[src/rtl/pipeline_pkg.sv]
// Shared pipeline definitions: word size, PC step, canonical NOP and the fetch entry layout.
// Latency: n/a (types and constants only).
// Backpressure: n/a.
package pipeline_pkg;

    localparam int XLEN = 32;
    localparam logic [XLEN-1:0] PC_INC           = 32'd4;
    localparam logic [XLEN-1:0] NOP_INST         = 32'h0000_0013;   // addi x0,x0,0
    localparam logic [XLEN-1:0] RESET_PC_DEFAULT = 32'h0000_0000;

    // One fetched instruction together with the PC it was fetched from.
    typedef struct packed {
        logic [XLEN-1:0] pc;
        logic [XLEN-1:0] inst;
    } fetch_entry_t;

    localparam int ENTRY_W = $bits(fetch_entry_t);

    // Instruction fetch is word aligned; the low two address bits are dropped.
    function automatic logic [XLEN-1:0] word_align(input logic [XLEN-1:0] addr);
        return {addr[XLEN-1:2], 2'b00};
    endfunction

endpackage

[src/rtl/if_fetch_fifo.sv]
// Fetch FIFO: DEPTH-entry synchronous queue of {pc, inst}; flush wins over push/pop.
// Latency: a push is visible at head_dat the cycle after it is written; head is read combinationally.
// Backpressure: push is ignored when full, pop is ignored when empty; the owner keeps both from happening.
// Ports: clk, rst (async, active-high), push/push_dat, pop, flush, full, empty, count, head_dat.
module if_fetch_fifo
    import pipeline_pkg::*;
#(
    parameter int DEPTH = 2
) (
    input  logic                           clk,
    input  logic                           rst,
    input  logic                           push,
    input  logic [ENTRY_W-1:0]             push_dat,
    input  logic                           pop,
    input  logic                           flush,
    output logic                           full,
    output logic                           empty,
    output logic [$clog2(DEPTH+1)-1:0]     count,
    output logic [ENTRY_W-1:0]             head_dat
);

    localparam int PTR_W = (DEPTH > 1) ? $clog2(DEPTH) : 1;
    localparam int CNT_W = $clog2(DEPTH + 1);

    logic [ENTRY_W-1:0] mem [DEPTH];
    logic [PTR_W-1:0]   wr_ptr;
    logic [PTR_W-1:0]   rd_ptr;
    logic               do_push;
    logic               do_pop;

    assign full     = (count == CNT_W'(DEPTH));
    assign empty    = (count == '0);
    assign do_push  = push && !full && !flush;
    assign do_pop   = pop && !empty && !flush;
    assign head_dat = mem[rd_ptr];

    // DEPTH is a power of two, so the pointers wrap on their own.
    always_ff @(posedge clk or posedge rst) begin
        if (rst) begin
            wr_ptr <= '0;
            rd_ptr <= '0;
            count  <= '0;
        end else if (flush) begin
            wr_ptr <= '0;
            rd_ptr <= '0;
            count  <= '0;
        end else begin
            if (do_push) wr_ptr <= wr_ptr + 1'b1;
            if (do_pop)  rd_ptr <= rd_ptr + 1'b1;
            count <= count + CNT_W'(do_push) - CNT_W'(do_pop);
        end
    end

    // Storage needs no reset: count gates every read.
    always_ff @(posedge clk) begin
        if (do_push) mem[wr_ptr] <= push_dat;
    end

endmodule

[src/rtl/if_fetch_unit.sv]
// Instruction fetch stage: owns the PC, issues word fetches, buffers returns and presents {pc, inst} to IF/ID.
// Latency: memory latency + 1 cycle from accepted request to presentation; head is presented combinationally.
// Backpressure: stall holds the head; requests only issue while FIFO occupancy plus in-flight stays below DEPTH.
// Ports: clk, rst; stall, jb, jb_target from the pipeline; imem_req/addr/ready/rvalid/rdata to instruction
//        memory; out_pc, out_inst, out_valid to IF/ID.
module if_fetch_unit
    import pipeline_pkg::*;
#(
    parameter logic [31:0] RESET_PC = RESET_PC_DEFAULT,
    parameter int          DEPTH    = 2,
    parameter logic [31:0] NOP      = NOP_INST
) (
    input  logic        clk,
    input  logic        rst,
    input  logic        stall,
    input  logic        jb,
    input  logic [31:0] jb_target,
    output logic        imem_req,
    output logic [31:0] imem_addr,
    input  logic        imem_ready,
    input  logic        imem_rvalid,
    input  logic [31:0] imem_rdata,
    output logic [31:0] out_pc,
    output logic [31:0] out_inst,
    output logic        out_valid
);

    localparam int PTR_W = (DEPTH > 1) ? $clog2(DEPTH) : 1;
    localparam int CNT_W = $clog2(DEPTH + 1);

    logic [31:0]      pc_reg;
    logic [CNT_W-1:0] inflight;
    logic [CNT_W-1:0] drop_cnt;
    logic [CNT_W-1:0] fifo_count;
    logic [CNT_W:0]   occupancy;
    logic             issue_hs;
    logic             rsp_keep;
    logic             fifo_push;
    logic             fifo_pop;
    logic             fifo_full;
    logic             fifo_empty;
    fetch_entry_t     push_dat;
    fetch_entry_t     head_dat;

    // PC tags of accepted requests whose responses will be kept, oldest first.
    logic [31:0]      tag_mem [DEPTH];
    logic [PTR_W-1:0] tag_wr_ptr;
    logic [PTR_W-1:0] tag_rd_ptr;

    // Counting in-flight requests against FIFO space guarantees every response has a slot.
    assign occupancy = {1'b0, fifo_count} + {1'b0, inflight};
    assign imem_req  = !rst && !jb && (occupancy < (CNT_W+1)'(DEPTH));
    assign imem_addr = pc_reg;
    assign issue_hs  = imem_req && imem_ready;

    // Responses still owed to a pre-redirect path are discarded, as is one landing in the redirect cycle.
    assign rsp_keep  = imem_rvalid && !jb && (drop_cnt == '0);
    assign fifo_push = rsp_keep && !fifo_full;
    assign fifo_pop  = !fifo_empty && !stall && !jb;
    assign push_dat  = '{pc: tag_mem[tag_rd_ptr], inst: imem_rdata};

    assign out_valid = !fifo_empty;
    assign out_pc    = fifo_empty ? 32'h0 : head_dat.pc;
    assign out_inst  = fifo_empty ? NOP   : head_dat.inst;

    always_ff @(posedge clk or posedge rst) begin
        if (rst) begin
            pc_reg     <= RESET_PC;
            inflight   <= '0;
            drop_cnt   <= '0;
            tag_wr_ptr <= '0;
            tag_rd_ptr <= '0;
        end else begin
            // No request issues during jb, so only the response side moves inflight then.
            inflight <= inflight + CNT_W'(issue_hs) - CNT_W'(imem_rvalid);
            if (jb) begin
                pc_reg     <= word_align(jb_target);
                drop_cnt   <= inflight - CNT_W'(imem_rvalid);
                tag_wr_ptr <= '0;
                tag_rd_ptr <= '0;
            end else begin
                if (issue_hs) begin
                    pc_reg     <= pc_reg + PC_INC;
                    tag_wr_ptr <= tag_wr_ptr + 1'b1;
                end
                if (imem_rvalid) begin
                    if (drop_cnt != '0) drop_cnt   <= drop_cnt - 1'b1;
                    else                tag_rd_ptr <= tag_rd_ptr + 1'b1;
                end
            end
        end
    end

    always_ff @(posedge clk) begin
        if (issue_hs) tag_mem[tag_wr_ptr] <= pc_reg;
    end

    if_fetch_fifo #(
        .DEPTH (DEPTH)
    ) u_fifo (
        .clk      (clk),
        .rst      (rst),
        .push     (fifo_push),
        .push_dat (push_dat),
        .pop      (fifo_pop),
        .flush    (jb),
        .full     (fifo_full),
        .empty    (fifo_empty),
        .count    (fifo_count),
        .head_dat (head_dat)
    );

endmodule
[config.mk]
export PLATFORM = sky130hd
export DESIGN_NAME = if_fetch_unit
export DESIGN_NICKNAME = d
export VERILOG_FILES = /design/src/rtl/pipeline_pkg.sv /design/src/rtl/if_fetch_fifo.sv /design/src/rtl/if_fetch_unit.sv
export SDC_FILE = /design/constraint.sdc
export NUM_CORES = 1
export LEC_CHECK = 0
export BUFFER_PORTS_ARGS = -buffer_cell sky130_fd_sc_hd__buf_2
export CORE_UTILIZATION = 56
export CTS_CLUSTER_SIZE = 16
export DETAILED_ROUTE_END_ITERATION = 16
export GPL_ROUTABILITY_DRIVEN = 0
export PLACE_DENSITY_LB_ADDON = 0.25
export SLEW_MARGIN = 15
export SYNTH_ARGS = -nofsm -noshare
export SYNTH_HDL_FRONTEND = slang
export SYNTH_SLANG_ARGS = --single-unit
export TNS_END_PERCENT = 100
[constraint.sdc]
create_clock -name clk -period 8.7 [get_ports clk]
set_input_delay 1.305 -clock clk [delete_from_list [all_inputs] [get_ports clk]]
set_output_delay 1.305 -clock clk [all_outputs]
set_load 0.01 [all_outputs]
==> run_results.csv <==
group,metric,value,unit
logic_synthesis,synth.avg_cell_area,14.5,sq um
final_layout,syn_to_final_growth,18.8,%
global_routing,grt_usage,22.8,%
power,internal-power,2.01,mW
worst_setup_path,r2r_setup_slack,5.14,ns
cts,path_clk_slew,0.06,ns
power,p_sw,735,uW
cts,cts_root_buffer,"clkbuf_16",
routing,antenna_left,0,
routing,wire_per_inst,18.6,um
power,seq_power_share,50.0,%
routing,dr.pass1.iters,5,
cts,cts_hold_buf,0,
worst_setup_path,cp-start-kind,"primary input",
cts,post_cts_buffers,0,
global_routing,antenna_found_initial,1,
worst_setup_path,crit_required,7.39,ns
floorplan,die_height,130,um
timing,finalHoldViolCount,0,
logic_synthesis,yosysUniqueCellTypes,45,
final_layout,n_fill_cell,1176,
run_status,status,"complete, no violations",
worst_hold_path,holdPathEnd,"inflight[0]$_DFF_PP0_",
routing,wl,19.2,mm
worst_setup_path,r2r_cells,8,
cts,clk_latency,0.49,ns
final_layout,n_antenna_cell,0,
power,vdd_drop_max,0.156,mV
timing,fin_setup_tns,0,ns
timing,rsz0062_at_grt,"false",
floorplan,fp.dieW,130,um
place,dp_cells,993,
timing,maxSlewHeadroom,23.9,%
global_routing,grt_pass1_wl,29.2,mm
worst_setup_path,worstPathArrival,2.69,ns
run,drv_cap,0,
floorplan,dieArea,0.0170,sq mm
worst_hold_path,min-delay-start,"inflight[0]$_DFF_PP0_",
power,p_total,2.75,mW
routing,avgViaCountPerCell,5.70,
cts,cts_num_sinks,224,
final_layout,drive_above_1_share,29.6,%
timing,max_slew.worst_pin.slew,1.14,ns
cts,numCtsBuffers,23,
routing,first_iter_violations,368,
timing,drv_slew,0,
final_layout,fin_nets,880,
worst_hold_path,hold_path_depth,1,
worst_setup_path,cp_cell_sequence,"buf_2, or4_4, inv_1, buf_2",
timing,finClkSkew,0.00905,ns
worst_setup_path,crit_path_end_kind,"output pin",
timing,finalSetupViolCount,0,
floorplan,core_region_area,0.0160,sq mm
timing,whs,0.512,ns
routing,drc,0,
power,switching_share,26.8,%
logic_synthesis,ys_seq_area_share,70.8,%
routing,vias,5897,
global_routing,globalRouteOverflowTotal,0,
global_routing,grt_pass1_vias,5737,
floorplan,start_util,57.6,%
cts,post_cts_resized,0,
logic_synthesis,syn_inst,636,
worst_setup_path,critPathMaxFanout,49,
timing,period_needed,4.00,ns
power,clock_power_share,32.9,%
worst_setup_path,crit_top_cell,"buf_2",
logic_synthesis,synthArstFlopShare,17.9,%
power,leakagePower,4.14,nW
logic_synthesis,yosys_register_bits,224,
timing,clock.fmax,250,MHz
worst_setup_path,worst_path_max_delay_cell,"or4_4",
global_routing,grt_max_degree,65,
worst_setup_path,max_stage_delay,0.72,ns
floorplan,io_pins,168,
final_layout,layout.cells.non_filler,1034,
power,powerDensity,251,mW/mm^2
logic_synthesis,ys_warn_count,0,
worst_hold_path,worst_hold_path_type,"flip-flop to flip-flop",
power,pwr-share-comb,17.1,%
cts,clock_path_buffers,3,
worst_setup_path,crit_type,"primary input to output pin",
floorplan,rows,46,
logic_synthesis,ys.flop_type,"edfxtp_1",
worst_setup_path,r2r-end,"tag_mem[0][5]$_DFFE_PP_",
timing,fin_crit_sh,46.0,%
cts,cts_tree,"yes",
place,portBuffers,161,
place,post-dp-hpwl,12.2,mm
logic_synthesis,synth-edff-count,184,
logic_synthesis,syn_area,0.00922,sq mm
cts,cts_max_level,1,
worst_setup_path,cp-startpoint,"jb",
worst_setup_path,rr_startpoint,"u_fifo.count[0]$_DFF_PP0_",
kinds of logic after synthesis:
| logic type | Yosys count | synth area share, % |
|---|---|---|
| muxes | 96 | 10.8 |
| AOI/OAI and AO/OA | 64 | 4.76 |
| other | 1 | 0.0407 |
| and+or+nand+nor | 186 | 9.34 |
| xor gates and xnor gates | 10 | 0.950 |
| buffers and inverters | 47 | 2.10 |
| DFF | 224 | 70.8 |
| adders and majority gates | 8 | 1.17 |
synthesized netlist by cell type (7+ instances only):
cell type	count	area, sq um
edfxtp_1	184	5530
a21oi_1	8	40.0
o211ai_1	12	90.1
nand3_1	16	80.1
clkbuf_1	18	67.6
ha_1	7	87.6
inv_1	16	60.1
nor3_1	7	35.0
nand4_1	16	100
nor2_1	83	312
mux2i_1	66	661
nand2_1	40	150
dfrtp_1	40	1000
o21ai_0	17	85.1
mux2_2	30	338
worst max path at each step:
| stage | end | cells after the start |
|---|---|---|
| 6_report | imem_req | 4 |
| 5_1_grt | imem_req | 4 |
| 4_1_cts | imem_req | 4 |
| 3_5_place_dp | tag_mem[0][4]$_DFFE_PP_ | 6 |
| 3_3_place_gp | tag_mem[0][3]$_DFFE_PP_ | 6 |
| 2_1_floorplan | u_fifo.mem[0][0]$_DFFE_PP_ | 3 |
cell type report:
class / count / area [sq um] / area share (%)
multi-input combinational: 368 / 2530 / 23.1
clock buffer: 38 / 683 / 6.24
inverter: 17 / 63.8 / 0.583
timing repair buffer: 168 / 858 / 7.84
sequential: 224 / 6530 / 59.6
tap: 216 / 270 / 2.47
clock inverter: 3 / 18.8 / 0.171
placed cells by master (no fill, tap or decap), types with 12 or more instances in the layout:
cell,Yosys,routed
nand3_1,16,16
clkbuf_16,0,24
nand4_1,16,16
o21ai_0,17,17
nor2_1,83,81
nand2_1,40,40
o211ai_1,12,12
mux2i_1,66,66
mux2_2,30,30
dfrtp_1,40,39
buf_2,2,161
inv_1,16,16
edfxtp_1,184,184
power groups by stage:
stage	logic, mW	clock network [mW]	registers (mW)
global route	0.524	0.965	1.38
floorplan	0.330	0	1.35
detailed placement	0.473	0	1.39
CTS	0.476	0.920	1.37
global placement	0.457	0	1.39
finish	0.470	0.904	1.37
per-stage QoR:
step                      worst slack, ns  utilization (%)  instance area, sq um
after floorplan                     0.381                -                  9230
after global placement               4.46             64.1                 10200
after detailed placement             4.37             64.1                 10200
after CTS                            4.72             68.4                 11000
after global routing                 4.64             68.4                 11000
final                                4.70             68.4                 11000
per-layer routing:
| layer | global-route usage, % | share of wire, % | up-vias |
|---|---|---|---|
| li1 | - | - | 2713 |
| met1 | 28.1 | 38 | 2858 |
| met2 | 40.1 | 50 | 278 |
| met3 | 4.43 | 8.9 | 46 |
| met4 | 8.14 | 2.3 | 2 |
| met5 | 0 | 0.068 | - |
critical path: cells and delay by family:
family                 cells  cell delay (ns)
buffers and inverters      3             0.66
and+or+nand+nor            1             0.72
registers in the layout (all words and copies together) (netlist names), 2 cells and up:
name / count
u_fifo.mem: 124
tag_mem: 60
imem_addr: 30
drop_cnt: 2
inflight: 2
u_fifo.count: 2
(Power assumes the default switching activity.)
